$ cat config.mk
export PLATFORM = sky130hd
export DESIGN_NAME = pixel_capture
export DESIGN_NICKNAME = d
export VERILOG_FILES = /design/src/rtl/pixel_capture.sv
export SDC_FILE = /design/constraint.sdc
export NUM_CORES = 1
export LEC_CHECK = 0
export BUFFER_PORTS_ARGS = -buffer_cell sky130_fd_sc_hd__buf_4
export CAP_MARGIN = 20
export CORE_MARGIN = 4
export CORE_UTILIZATION = 45
export DETAILED_ROUTE_END_ITERATION = 12
export GPL_TIMING_DRIVEN = 0
export PLACE_DENSITY = 0.7
export SYNTH_ARGS = -nofsm -noshare
export SYNTH_HDL_FRONTEND = slang
export SYNTH_SLANG_ARGS = --single-unit
$ cat constraint.sdc
create_clock -name clk -period 3.2 [get_ports clk]
set_clock_uncertainty 0.2 [all_clocks]
set_input_delay 0.64 -clock clk [delete_from_list [all_inputs] [get_ports clk]]
set_output_delay 0.64 -clock clk [all_outputs]
set_load 0.005 [all_outputs]
$ cat src/rtl/pixel_capture.sv
// Pixel capture engine: grabs one video frame on request and streams
// {address, colour} words through a small FIFO to a framebuffer write port.
module pixel_capture #(
    parameter int unsigned H_ACTIVE   = 640,
    parameter int unsigned V_ACTIVE   = 480,
    parameter int unsigned FIFO_DEPTH = 4
) (
    input  logic        clk,
    input  logic        rst,
    input  logic        arm,
    input  logic        frame,
    input  logic        de,
    input  logic [3:0]  r,
    input  logic [3:0]  g,
    input  logic [3:0]  b,
    output logic        wr_valid,
    input  logic        wr_ready,
    output logic [18:0] wr_addr,
    output logic [11:0] wr_data,
    output logic        busy,
    output logic        done,
    output logic        overflow,
    output logic        short_err,
    output logic        line_err,
    output logic [18:0] pix_count
);

    localparam logic [18:0] TotalPix = 19'(H_ACTIVE * V_ACTIVE);
    localparam logic [18:0] LineLen  = 19'(H_ACTIVE);
    localparam int unsigned PtrW     = (FIFO_DEPTH > 1) ? $clog2(FIFO_DEPTH) : 1;
    localparam logic [PtrW:0] Depth  = (PtrW + 1)'(FIFO_DEPTH);

    typedef enum logic [2:0] {StIdle, StArmed, StCapture, StDrain, StDone} state_e;

    state_e            state_q;
    logic [30:0]       mem_q [FIFO_DEPTH];
    logic [PtrW-1:0]   rd_ptr_q;
    logic [PtrW-1:0]   wr_ptr_q;
    logic [PtrW:0]     count_q;
    logic [18:0]       index_q;
    logic [18:0]       run_q;

    logic              fifo_empty;
    logic              fifo_full;
    logic              pop;
    logic              push;
    logic              push_ok;

    assign fifo_empty = (count_q == '0);
    assign fifo_full  = (count_q == Depth);
    assign pop        = wr_valid && wr_ready;
    // The frame cycle itself never carries a captured pixel.
    assign push       = (state_q == StCapture) && de && !frame;
    // A full FIFO still accepts when the head leaves in the same cycle.
    assign push_ok    = push && (!fifo_full || pop);

    // Write port always shows the FIFO head; forced to zero while empty.
    always_comb begin
        wr_valid = !fifo_empty;
        wr_addr  = '0;
        wr_data  = '0;
        if (!fifo_empty) begin
            wr_addr = mem_q[rd_ptr_q][30:12];
            wr_data = mem_q[rd_ptr_q][11:0];
        end
    end

    // FIFO storage; contents are don't-care once pointers are reset.
    always_ff @(posedge clk) begin
        if (push_ok) begin
            mem_q[wr_ptr_q] <= {index_q, r, g, b};
        end
    end

    // FIFO pointers and occupancy.
    always_ff @(posedge clk) begin
        if (rst) begin
            rd_ptr_q <= '0;
            wr_ptr_q <= '0;
            count_q  <= '0;
        end else begin
            if (pop) begin
                rd_ptr_q <= rd_ptr_q + 1'b1;
            end
            if (push_ok) begin
                wr_ptr_q <= wr_ptr_q + 1'b1;
            end
            case ({push_ok, pop})
                2'b10:   count_q <= count_q + 1'b1;
                2'b01:   count_q <= count_q - 1'b1;
                default: count_q <= count_q;
            endcase
        end
    end

    // Capture FSM with registered status outputs.
    always_ff @(posedge clk) begin
        if (rst) begin
            state_q   <= StIdle;
            busy      <= 1'b0;
            done      <= 1'b0;
            overflow  <= 1'b0;
            short_err <= 1'b0;
            line_err  <= 1'b0;
            pix_count <= '0;
            index_q   <= '0;
            run_q     <= '0;
        end else begin
            // Dropped pixel: the index still advances so addresses stay aligned.
            if (push && fifo_full && !pop) begin
                overflow <= 1'b1;
            end
            case (state_q)
                StIdle, StDone: begin
                    if (arm) begin
                        state_q   <= StArmed;
                        busy      <= 1'b1;
                        done      <= 1'b0;
                        overflow  <= 1'b0;
                        short_err <= 1'b0;
                        line_err  <= 1'b0;
                        pix_count <= '0;
                    end
                end
                StArmed: begin
                    if (frame) begin
                        state_q <= StCapture;
                        index_q <= '0;
                        run_q   <= '0;
                    end
                end
                StCapture: begin
                    if (frame) begin
                        // Early frame start: abandon the rest, run is not checked.
                        short_err <= 1'b1;
                        state_q   <= StDrain;
                    end else if (de) begin
                        index_q <= index_q + 19'd1;
                        run_q   <= run_q + 19'd1;
                        if (pix_count != TotalPix) begin
                            pix_count <= pix_count + 19'd1;
                        end
                        if (index_q == TotalPix - 19'd1) begin
                            state_q <= StDrain;
                        end
                    end else begin
                        // Non-zero run means de just fell.
                        if (run_q != '0 && run_q != LineLen) begin
                            line_err <= 1'b1;
                        end
                        run_q <= '0;
                    end
                end
                StDrain: begin
                    if (fifo_empty) begin
                        state_q <= StDone;
                        busy    <= 1'b0;
                        done    <= 1'b1;
                    end
                end
                default: begin
                    state_q <= StIdle;
                    busy    <= 1'b0;
                end
            endcase
        end
    end

endmodule

**After elaboration in Yosys (flattened, before gate mapping)**

Memories as Yosys holds them, arrays and structs flattened. A register that Yosys moved wholly into a read port is not among the register bits.
Index checks and enable logic that the tools add are counted.

- Add/subtract/negate cells: 7
- Multipliers: 0
- Divide/modulo/power cells: 0
- Magnitude comparators: 0
- Equal/unequal tests: 21
- Shift operators: 0
- Mux-type cells: 41
- Bitwise logic cells: 1
- Reduce and logical (&&, ||, !) cells: 29

Operators by type and width:

| cell | count |
|---|---|
| $mux 19 | 10 |
| $pmux 19 s2 | 3 |
| $add 19x1->19 const B | 3 |
| $eq 19x19->1 const B | 1 |
| $ne 19x10->1 const B | 1 |
| $ne 19x19->1 const B | 1 |
| $reduce_bool 19->1 | 1 |
| $mux 3 | 6 |
| $reduce_and 5->1 | 3 |
| $ne 2x2->1 const B | 7 |
| $mux 1 | 13 |
| $mux 12 | 1 |
| $pmux 3 s4 | 1 |
| $reduce_and 3->1 | 4 |
| $reduce_bool 2->1 | 4 |
| $logic_and 1x1->1 | 7 |
| $eq 3x2->1 const B | 2 |
| $eq 3x3->1 const B | 2 |
| $logic_not 3->1 | 2 |
| $pmux 1 s2 | 3 |
| $pmux 3 s2 | 1 |
| $add 2x1->2 const B | 2 |
| $logic_not 1->1 | 4 |
| $mux 2 | 2 |
| 13 further kinds | 15 |

- Bits in registers: 72
- Bits in latches: 0
- RAM bits: 124
- ROM bits: 0
- Logic and storage cells: 112
- Memories: 1

Memories:

| memory | words | width | rd ports | clocked after Yosys merged registers in | write ports | line | RTL |
|---|---|---|---|---|---|---|---|
| mem_q | 4 | 31 | 1 | 1 | 1 | 36 | `logic [30:0] mem_q [FIFO_DEPTH];` |

**Logic depth before layout (Yosys ltp)**

Gate-level depths: netlist (run 1).

- Depth in word-level cells: 8
- Mapped depth: 8

**Worst setup path before layout (run 1)**

OpenSTA, ideal clock, no wires.

- Kind: input-to-reg
- From: input port de
- To: memory mem_q[1][0] (enable)
- Library setup time: 0.391 ns
- Data arrival time: 2.158 ns
- Required time: 2.609 ns
- Slack: 0.451 ns
- Stages: 4
- Path buffers: 0
- Cells stage by stage: nor2b_1 nand2_1 nor2_1 and2_1

- Cells in the longest elaborated chain, start to end: 5

RTL lines:

| what | line | RTL |
|---|---|---|
| start, declared | 12 | `input logic de,` |
| $logic_and 1x1->1 (2 in series) | 53 | `assign push = (state_q == StCapture) && de && !frame;` |
| $logic_and 1x1->1 | 55 | `assign push_ok = push && (!fifo_full \|\| pop);` |
| $mux 1 | 70 | `if (push_ok) begin` |
| $mux 1 (not written as such) | 71 | `mem_q[wr_ptr_q] <= {index_q, r, g, b};` |
| end, declared | 36 |  |

Every way passes these cells.

**Worst setup path in the final report (run 1)**

- From: register state_q[1]
- To: memory mem_q[2][3] (enable)

- Cells in the longest elaborated chain, start to end: 6

RTL lines:

| what | line | RTL |
|---|---|---|
| start, declared | 35 | `state_e state_q;` |
| start signal, assigned | 99 | `state_q <= StIdle;` |
| start signal, assigned | 116 | `state_q <= StArmed;` |
| start signal, assigned | 127 | `state_q <= StCapture;` |
| $eq 3x2->1 | 53 |  |
| $logic_and 1x1->1 (2 in series) | 53 |  |
| $logic_and 1x1->1 | 55 |  |
| $mux 1 | 70 |  |
| $mux 1 (not written as such) | 71 |  |

Every way passes these cells.

==> results of run 1 <==
## layer usage
| layer | track usage | part of all wire | routed length (µm) |
|---|---|---|---|
| met5 | 0 | 0 | 0 |
| met4 | 0.0461 | 0.0087 | 156 |
| met3 | 0.0433 | 0.055 | 981 |
| met2 | 0.295 | 0.51 | 9090 |
| met1 | 0.223 | 0.43 | 7640 |
## flip-flops by register name, summed over array words and instances, names as in the netlist, 2 cells and up, named ones only
register   cells
wr_ptr_q       2
count_q        3
rd_ptr_q       2
state_q        3
index_q       19
mem_q        124
pix_count     19
run_q         19
## area by class of cell
class,count,area share
flip-flops and latches,198,0.527
multi-input cells,405,0.310
repair buffers,72,0.0547
clock buffers,17,0.0430
well taps,229,0.0290
clock inverters,15,0.0181
plain buffers,25,0.0113
inverters,18,0.00696
## repair_timing
action,in CTS,in global routing
setup endpoints to repair,61,93
pin swaps,0,0
setup buffers,0,0
hold buffers,0,0
resized for setup,3,1
## worst paths after layout
path	from	to	slack (ps)
setup reg to reg	state_q[1]	mem_q[2][3]	8
hold / removal	g[2]	mem_q[0][6]	200
setup / recovery	state_q[1]	mem_q[2][3]	8
hold reg to reg	line_err	line_err	310
## through the flow
step	cells	TNS, ps
final	979	0
after global routing	979	-13630
after detailed placement	947	-51.5
after floorplan	646	0
after global placement	947	-64830
after CTS	979	0
## power groups by stage
stage,Combinational [W],Sequential (W),Clock (W)
floorplan,0.000130,0.00277,0
global placement,0.000204,0.00277,0
detailed placement,0.000211,0.00278,0
CTS,0.000213,0.00272,0.00220
global route,0.000236,0.00272,0.00230
finish,0.000213,0.00272,0.00217
## cell families (layout without fill, tap and decap cells)
logic type,after synthesis,in the layout,share of synthesized area
adder cells (fa/ha/maj),10,10,0.0157
flip-flops,198,198,0.617
AO/OA/AOI/OAI,69,69,0.0537
buffers and inverters,43,147,0.0212
AND/OR/NAND/NOR,246,246,0.159
multiplexers,32,32,0.0839
XOR/XNOR,48,48,0.0498
## cell usage in the layout (no fill, tap or decap), drive strengths merged, types with 3 or more instances in the layout
master	n
a211oi	5
o211ai	4
xnor2	23
or4	3
nand2b	3
o21ai	14
nor4	15
and3	9
nand2	25
buf	86
nand4	15
edfxtp	124
a31oi	3
clkinv	7
a21o	4
or3	9
and2	41
inv	24
and4	8
mux4	31
a21oi	25
nor2	67
nor3	7
nand3	26
dfxtp	74
clkbuf	28
xor2	25
nor4bb	3
ha	9
==> reports/metrics.csv, run 1 <==
stage;metric;value;unit
worst_setup_path;CP Buf/Inv Count;1;
die;IO Count;74;
route;WL/cell;18.2;µm
layout;area occupied by multi-input gates;3070;µm²
worst_setup_path;Worst Setup End Kind;flip-flop;
clock_tree;Clock Path Buffers;2;
yosys;Post-synth EDFFs;124;
route;wirelength, routed;17900;µm
sta;worst-margin pin slew;895;ps
placed_design;GP Congestion;0.889;
yosys;Mapped Avg Cell Area;13.1;µm²
sta;PnR worst setup slack;7.97;ps
clock_tree;H-Tree Depth;4;
yosys;area of the mapped netlist;8440;µm²
die;core area;18200;µm²
yosys;Synth top area share;0.441;
sta;Max Transition Viols Final;0;
layout;Area Growth Syn to Fin;17.1;%
sta;Fin. Hold Viols;0;
pwr;PwrDens;516;nW/µm²
yosys;Post-Syn Instances;646;
yosys;Synth async-reset ratio;0;
worst_setup_path;Setup CP Type;reg -> reg;
yosys;top cells by area in the synthesized netlist;edfxtp_1, dfxtp_1, mux4_2;
pwr;clock network power share;0.425;
yosys;post-synth top area cell;edfxtp_1;
placed_design;pre-CTS WS;-51.5;ps
min_path;hold path depth;1;
yosys;syn_nets;674;
worst_setup_path;Worst path slowest cell;and2_2;
pwr;Max IR drop VDD;0.412;mV
worst_setup_path;cell-by-cell trace of the critical path;buf_2, nor3b_2, nand2_1, nor2_1, and2_2;
layout;Util after Layout;0.543;
min_path;Hold WC Path Type;in -> reg;
yosys;Seq cells post-synth;198;
placed_design;port bufs;72;
layout;register area;5200;µm²
die;Die Y;145;µm
worst_setup_path;critical path depth;5;
grt;remaining global-route overflow;0;
route;via count;5482;
route;starting DRC count in detailed routing;447;
layout;fillers;1492;
worst_setup_path;CP delay by family, top;simple AND/OR/NAND/NOR gates;
pwr;combinational share of power;0.042;
sta;Worst slew margin;0.404;
job;maxcap violations;0;
sta;Tcrit/Tclk final;0.998;
placed_design;Post-DP HPWL;11700;µm
pwr;NetSw;0.00119;W
pwr;leakage;3.42;nW
yosys;YS warnings;0;
clock_tree;total CTS buffers;17;
clock_tree;Root Buffer;clkbuf_16;
sta;hold_ws;196;ps
worst_setup_path;max incr delay on CP;830;ps
grt;vias in the first global route;5598;
route;DRC viols;0;
grt;pin count of the biggest net entering global routing;32;
clock_tree;clk slew on worst S/H paths;80;ps
die;die area;21000;µm²
pwr;Sequential Power Share;0.533;
clock_tree;TritonCTS clock tree;built;
grt;initial antenna violation count;1;
worst_setup_path;Arr. time, crit path;3060;ps
layout;design area;9880;µm²
worst_setup_path;CP Max Fanout;31;
sta;RSZ-0062 raised after global routing;true;
die;starting density of the core;0.463;
worst_setup_path;Req. time, crit path;3070;ps
layout;Total Nets Final;765;
sta;final setup vio count;0;
pwr;total power;0.00510;W
grt;first-pass GRT wire length;29300;µm
layout;antenna cells;0;
pwr;cell internal pwr;0.00391;W
yosys;most frequent cells after synthesis;edfxtp_1, dfxtp_1, nor2_1;
route;antenna-violating nets left;0;
route;Pre-antenna DRT Iters;5;
grt;overall routing resource usage;0.173;
yosys;most common cell in the netlist;edfxtp_1;
yosys;Seq/Total Area, Yosys;0.617;
status;outcome;completed;
sta;f_max;313;MHz
worst_setup_path;FF-to-FF path depth;5;
placed_design;placed cell area;9270;µm²
die;Die Wd;145;µm
pwr;Sw Share;0.233;
clock_tree;worst skew pair latency;440;ps
die;row cnt;49;
route;DR vias/cell;5.60;
layout;share of layout cells above drive strength 1;0.212;
yosys;predominant post-synthesis flop cell;edfxtp_1;
clock_tree;clock sinks;198;
worst_setup_path;startpoint types;flip-flop;
yosys;Netlist cell types;58;
sta;final worst path period need;3190;ps
(Power assumes the default switching activity.)
==> run 2, diff against run 1 <==
==> config.mk (replaced) <==
export PLATFORM = sky130hd
export DESIGN_NAME = pixel_capture
export DESIGN_NICKNAME = d
export VERILOG_FILES = /design/src/rtl/pixel_capture.sv
export SDC_FILE = /design/constraint.sdc
export NUM_CORES = 1
export LEC_CHECK = 0
export CAP_MARGIN = 20
export CORE_ASPECT_RATIO = 0.75
export CORE_MARGIN = 4
export CORE_UTILIZATION = 45
export DETAILED_ROUTE_END_ITERATION = 12
export DONT_BUFFER_PORTS = 1
export GPL_TIMING_DRIVEN = 0
export PLACE_DENSITY = 0.67
export SYNTH_ARGS = -nofsm -noshare
export SYNTH_HDL_FRONTEND = slang
export SYNTH_SLANG_ARGS = --single-unit
==> run 2 against run 1 <==
  * Via count fell by 3.4%
  * Largest power group unchanged
  * Hold slack got worse by 100 ps
  * Final cell count fell by 5.5%
  * Final area fell by 5.1%
  * Wire length fell by 1.6%
  * Largest cell class unchanged
  * Utilization fell by 3.5 points
==> reports/metrics.csv, run 2 (synthesis results as in run 1) <==
stage;metric;value;unit;change
status;outcome;completed;;unchanged
route;antenna-violating nets left;0;;unchanged
clock_tree;Post-CTS Hold Buffers;0;;unchanged
route;DRC viols;0;;unchanged
min_path;Hold WC Path Type;in -> reg;;unchanged
sta;final setup vio count;0;;unchanged
clock_tree;clock sinks;198;;unchanged
clock_tree;worst skew pair latency;430;ps;was 440 ps
layout;max reg flops;124;;unchanged
pwr;leakage;3.04;nW;was 3.42 nW
worst_setup_path;startpoint types;flip-flop;;unchanged
layout;area occupied by multi-input gates;3070;µm²;about the same
pwr;Sequential Power Share;0.535;;was 0.533
worst_setup_path;max incr delay on CP;790;ps;was 830 ps
worst_setup_path;CP Max Fanout;31;;unchanged
layout;most frequent cells in the layout;edfxtp_1, dfxtp_1, nor2_1;;was edfxtp_1, buf_4, dfxtp_1
worst_setup_path;CP Buf/Inv Count;1;;unchanged
sta;PnR worst setup slack;25.0;ps;was 7.97 ps
layout;Total Nets Final;693;;was 765
die;IO Count;74;;unchanged
pwr;PwrDens;542;nW/µm²;was 516 nW/µm²
layout;antenna cells;0;;unchanged
placed_design;Post-DP HPWL;11500;µm;was 11700 µm
layout;register area;5200;µm²;unchanged
worst_setup_path;Req. time, crit path;3060;ps;was 3070 ps
clock_tree;TritonCTS clock tree;built;;unchanged
clock_tree;H-Tree Depth;4;;unchanged
pwr;total power;0.00508;W;was 0.00510 W
sta;Worst slew margin;0.405;;was 0.404
clock_tree;clk slew on worst S/H paths;80;ps;about the same
sta;worst-margin pin slew;892;ps;was 895 ps
layout;commonest non-fill, non-tap cell in the layout;edfxtp_1;;unchanged
route;DR vias/cell;5.72;;was 5.60
grt;first-pass GRT wire length;28600;µm;was 29300 µm
pwr;Sw Share;0.233;;about the same
placed_design;placed cell area;8750;µm²;was 9270 µm²
grt;remaining global-route overflow;0;;unchanged
die;core area;18500;µm²;was 18200 µm²
worst_setup_path;Arr. time, crit path;3030;ps;was 3060 ps
sta;f_max;315;MHz;was 313 MHz
die;die area;21000;µm²;about the same
job;maxcap violations;0;;unchanged
placed_design;port bufs;0;;was 72
route;wirelength, routed;17600;µm;was 17900 µm
worst_setup_path;Setup CP Type;reg -> reg;;unchanged
sta;Tcrit/Tclk final;0.992;;was 0.998
route;Pre-antenna DRT Iters;7;;was 5
die;row cnt;43;;was 49
clock_tree;# Post-CTS Setup Buffers;0;;unchanged
route;WL/cell;19.0;µm;was 18.2 µm
die;Die Y;127;µm;was 145 µm
worst_setup_path;cell-by-cell trace of the critical path;buf_2, nor3b_2, nand2_1, nor2_1, and2_2;;unchanged
clock_tree;total CTS buffers;17;;unchanged
grt;overall routing resource usage;0.171;;was 0.173
pwr;clock network power share;0.431;;was 0.425
die;starting density of the core;0.457;;was 0.463
worst_setup_path;CP delay by family, top;simple AND/OR/NAND/NOR gates;;unchanged
clock_tree;Clock Path Buffers;2;;unchanged
route;starting DRC count in detailed routing;424;;was 447
grt;pin count of the biggest net entering global routing;32;;unchanged
layout;Top reg by flops;mem_q;;unchanged
pwr;Max IR drop VDD;0.407;mV;was 0.412 mV
sta;Fin. Hold Viols;0;;unchanged
worst_setup_path;Worst Setup End Kind;flip-flop;;unchanged
die;Die Wd;166;µm;was 145 µm
clock_tree;Root Buffer;clkbuf_16;;unchanged
sta;final worst path period need;3170;ps;was 3190 ps
grt;initial antenna violation count;0;;was 1
sta;RSZ-0062 raised after global routing;true;;unchanged
placed_design;GP Congestion;0.839;;was 0.889
layout;Area Growth Syn to Fin;11.1;%;was 17.1%
pwr;cell internal pwr;0.00390;W;was 0.00391 W
layout;share of layout cells above drive strength 1;0.128;;was 0.212
placed_design;pre-CTS WS;-10.6;ps;was -51.5 ps
pwr;combinational share of power;0.034;;was 0.042
sta;Max Transition Viols Final;0;;unchanged
layout;fillers;1567;;was 1492
worst_setup_path;Worst path slowest cell;and2_2;;unchanged
pwr;NetSw;0.00118;W;was 0.00119 W
grt;vias in the first global route;5276;;was 5598
layout;design area;9380;µm²;was 9880 µm²
route;via count;5293;;was 5482
run 2: cell types whose count changed in the layout (fill, tap and decap cells not counted):
cell | previous run | this run
inv_6 | 2 | 3
and2_4 | 2 | 0
and2_2 | 2 | 4
clkinvlp_4 | 1 | 0
clkinv_4 | 4 | 2
buf_4 | 74 | 2
clkinv_8 | 2 | 4
run 2: worst reg2reg max path: stages, from the launching register on:
cell     delay [ps]
dfxtp_1         340
buf_2           210
nor3b_2         440
nand2_1         330
nor2_1          440
and2_2          800
run 2: layer usage:
metal	vias up	track usage	wire length, µm
li1	2457	-	-
met3	13	0.0520	1120
met2	151	0.272	8410
met1	2672	0.234	7900
met4	0	0.0378	144
met5	-	0	0
run 2: cell type report:
cell class              instances  area share
flip-flops and latches        198       0.555
clock buffers                  17      0.0454
clock inverters                15      0.0208
inverters                      18     0.00734
well taps                     247      0.0329
multi-input cells             405       0.327
plain buffers                  25      0.0119
run 2: power by group through the flow:
stage	logic [W]	clock network (W)	registers, W
final	0.000174	0.00219	0.00272
after global routing	0.000193	0.00235	0.00272
after floorplan	0.000130	0	0.00277
after global placement	0.000168	0	0.00278
after detailed placement	0.000173	0	0.00278
after CTS	0.000175	0.00223	0.00272
run 2: worst paths after layout:
path	slack, ps	cells past startpoint	from	end
hold reg to reg	320	2	run_q[16]	run_q[16]
hold / removal	90	0	g[2]	mem_q[0][6]
setup / recovery	30	5	state_q[1]	mem_q[2][14]
setup reg to reg	30	5	state_q[1]	mem_q[2][14]
run 2: repair_timing:
item	CTS	global route
cloned	0	0
hold endpoints to repair	0	0
resized for setup	2	0
setup endpoints to repair	44	124
run 2: metrics by stage:
step | TNS (ps) | cells | hold slack [ps] | utilization
after floorplan | 0 | 646 | 260 | -
after global placement | -57930 | 893 | 287 | 0.474
after detailed placement | -10.6 | 893 | 301 | 0.474
after CTS | -54.9 | 925 | 80.2 | 0.508
after global routing | -27820 | 925 | 66.3 | 0.508
final | 0 | 925 | 94.5 | 0.508
==> run 3, diff against run 2 <==
--- a/config.mk
+++ b/config.mk
@@ -7,12 +7,12 @@
 export LEC_CHECK = 0
 export CAP_MARGIN = 20
 export CORE_ASPECT_RATIO = 0.75
-export CORE_MARGIN = 4
+export CORE_MARGIN = 1.5
 export CORE_UTILIZATION = 45
 export DETAILED_ROUTE_END_ITERATION = 12
 export DONT_BUFFER_PORTS = 1
 export GPL_TIMING_DRIVEN = 0
-export PLACE_DENSITY = 0.67
+export RECOVER_POWER = 100
 export SYNTH_ARGS = -nofsm -noshare
 export SYNTH_HDL_FRONTEND = slang
 export SYNTH_SLANG_ARGS = --single-unit
==> run 3 against run 2 <==
  * The run now ends with setup timing left
  * Total power up 0.68%
  * Utilization down 0.088 points
  * Hold slack better by 10 ps
  * Clock-buffer cell count unchanged
  * Critical path type unchanged
  * Maximum frequency down 1.2%
  * Non-clock buffer count up 1
  * Clock power up 2%
  * Wire length down 0.46%
  * Largest power group unchanged
  * Setup slack worse by 39 ps
  * Via count down 2.1%
==> reports/metrics.csv, run 3 (synthesis results as in run 1) <==
stage;metric;value;unit;change
status;outcome;finished with violations;;was completed
status;failing checks;setup timing;;
worst_setup_path;critical path depth;5;;unchanged
sta;hold_ws;105;ps;was 94.5 ps
route;DRC viols;0;;unchanged
worst_setup_path;Worst path slowest cell;and2_2;;unchanged
sta;Worst slew margin;0.347;;was 0.405
route;via count;5182;;was 5293
grt;remaining global-route overflow;0;;unchanged
worst_setup_path;Req. time, crit path;3050;ps;was 3060 ps
die;Die Y;122;µm;was 127 µm
placed_design;GP Congestion;0.853;;was 0.839
route;starting DRC count in detailed routing;358;;was 424
die;starting density of the core;0.457;;unchanged
route;met1 WL;8450;µm;was 7900 µm
route;WL/cell;18.9;µm;was 19.0 µm
route;DR vias/cell;5.60;;was 5.72
die;core area;18500;µm²;unchanged
grt;overall routing resource usage;0.188;;was 0.171
worst_setup_path;Setup CP Type;reg -> reg;;unchanged
clock_tree;worst skew pair latency;420;ps;was 430 ps
clock_tree;Clock Path Buffers;2;;unchanged
worst_setup_path;max incr delay on CP;860;ps;was 790 ps
worst_setup_path;FF-to-FF path depth;5;;unchanged
worst_setup_path;crit path to;mem_q[0][11];;was mem_q[2][14]
route;antenna-violating nets left;0;;unchanged
clock_tree;Root Buffer;clkbuf_16;;unchanged
sta;worst-margin pin slew;973;ps;was 892 ps
layout;Top reg by flops;mem_q;;unchanged
layout;most frequent cells in the layout;edfxtp_1, dfxtp_1, nor2_1;;unchanged
die;row cnt;43;;unchanged
worst_setup_path;CP delay by family, top;simple AND/OR/NAND/NOR gates;;unchanged
clock_tree;clock sinks;198;;unchanged
die;IO Count;74;;unchanged
worst_setup_path;Worst Setup End Kind;flip-flop;;unchanged
layout;share of layout cells above drive strength 1;0.119;;was 0.128
clock_tree;# Post-CTS Setup Buffers;0;;unchanged
route;WL met2;8170;µm;was 8410 µm
grt;initial antenna violation count;0;;unchanged
worst_setup_path;FF-to-FF End;mem_q[0][11];;was mem_q[2][14]
sta;PnR worst setup slack;-14.2;ps;was 25.0 ps
grt;pin count of the biggest net entering global routing;32;;unchanged
sta;Tcrit/Tclk final;1.00;;was 0.992
layout;fillers;1617;;was 1567
worst_setup_path;FF-to-FF Start;state_q[1];;unchanged
min_path;Hold WC Path Type;in -> reg;;unchanged
layout;max reg flops;124;;unchanged
clock_tree;total CTS buffers;17;;unchanged
placed_design;placed cell area;8770;µm²;was 8750 µm²
die;Die Wd;161;µm;was 166 µm
pwr;PwrDens;547;nW/µm²;was 542 nW/µm²
die;die area;19600;µm²;was 21000 µm²
pwr;Max IR drop VDD;0.348;mV;was 0.407 mV
sta;RSZ-0062 raised after global routing;true;;unchanged
sta;Max Transition Viols Final;0;;unchanged
sta;final setup vio count;24;;was 0
route;wirelength, routed;17500;µm;was 17600 µm
worst_setup_path;Critical Path Start;state_q[1];;unchanged
route;Pre-antenna DRT Iters;5;;was 7
clock_tree;H-Tree Depth;4;;unchanged
layout;Total Nets Final;694;;was 693
layout;antenna cells;0;;unchanged
worst_setup_path;startpoint types;flip-flop;;unchanged
grt;first-pass GRT wire length;27800;µm;was 28600 µm
worst_setup_path;CP Max Fanout;31;;unchanged
layout;commonest non-fill, non-tap cell in the layout;edfxtp_1;;unchanged
grt;vias in the first global route;4973;;was 5276
placed_design;port bufs;0;;unchanged
sta;f_max;311;MHz;was 315 MHz
layout;Area Growth Syn to Fin;11.0;%;was 11.1%
placed_design;Post-DP HPWL;11400;µm;was 11500 µm
worst_setup_path;cell-by-cell trace of the critical path;buf_2, nor3b_2, nand2_1, nor2_1, and2_2;;unchanged
job;maxcap violations;0;;unchanged
worst_setup_path;Arr. time, crit path;3060;ps;was 3030 ps
sta;final worst path period need;3210;ps;was 3170 ps
clock_tree;TritonCTS clock tree;built;;unchanged
worst_setup_path;CP Buf/Inv Count;1;;unchanged
sta;Fin. Hold Viols;0;;unchanged
clock_tree;clk slew on worst S/H paths;80;ps;about the same
worst_setup_path;FF-to-FF setup slack;-10;ps;was 30 ps
layout;design area;9360;µm²;was 9380 µm²
route;DR top layer;met4;;unchanged
pwr;leakage;3.04;nW;about the same
route;metal3 WL;750;µm;was 1120 µm
run 3: cell count changes in the layout (fill, tap and decap cells not counted), sizes merged:
cell and change:
clkbuf +7, inv +1, buf -6, clkinv -2
bufinv +1
run 3: final cells by class:
class | instances | area (µm²) | share of cell area
clock buffer | 17 | 425 | 0.0454
timing repair buffer | 1 | 11.3 | 0.00120
multi-input combinational | 405 | 3040 | 0.324
buffer | 25 | 106 | 0.0114
tap | 247 | 309 | 0.0330
sequential | 198 | 5200 | 0.556
clock inverter | 15 | 201 | 0.0215
inverter | 18 | 68.8 | 0.00735
run 3: what timing repair did:
| action | 4_1_cts | 5_1_grt |
|---|---|---|
| endpoints found under the setup margin | 68 | 122 |
| resized for setup | 1 | 1 |
| hold buffers | 0 | 0 |
run 3: how the worst min path moves through the flow:
stage / slack (ps) / endpoint / start / cells past startpoint
6_report: 100 / mem_q[1][8] / r[0] / 0
5_1_grt: 70 / mem_q[2][4] / g[0] / 0
4_1_cts: 90 / mem_q[0][6] / g[2] / 0
3_5_place_dp: 300 / run_q[16] / run_q[16] / 2
3_3_place_gp: 290 / run_q[16] / run_q[16] / 2
2_1_floorplan: 260 / line_err / line_err / 2
run 3: through the flow:
step,TNS [ps],util,total power [W],cells,setup WS (ps)
finish,-151,0.507,0.00512,926,-14.2
detailed placement,-1050,0.475,0.00295,894,-23.8
CTS,-207,0.509,0.00517,926,-13.0
global route,-27100,0.507,0.00529,926,-274
global placement,-63740,0.474,0.00295,893,-542
floorplan,0,-,0.00290,646,451
run 3: per-layer routing:
metal | up-vias | GRT usage
met1 | 2596 | 0.268
met5 | - | 0
met2 | 122 | 0.293
met4 | 0 | 0.0382
li1 | 2451 | -
met3 | 13 | 0.0470
run 3: power breakdown:
| part | internal (W) | switching (W) | total (W) |
|---|---|---|---|
| combinational | 0.0000576 | 0.000116 | 0.000174 |
| sequential | 0.00271 | 0.0000119 | 0.00272 |
| clock | 0.00121 | 0.00102 | 0.00223 |
| total | 0.00397 | 0.00115 | 0.00512 |
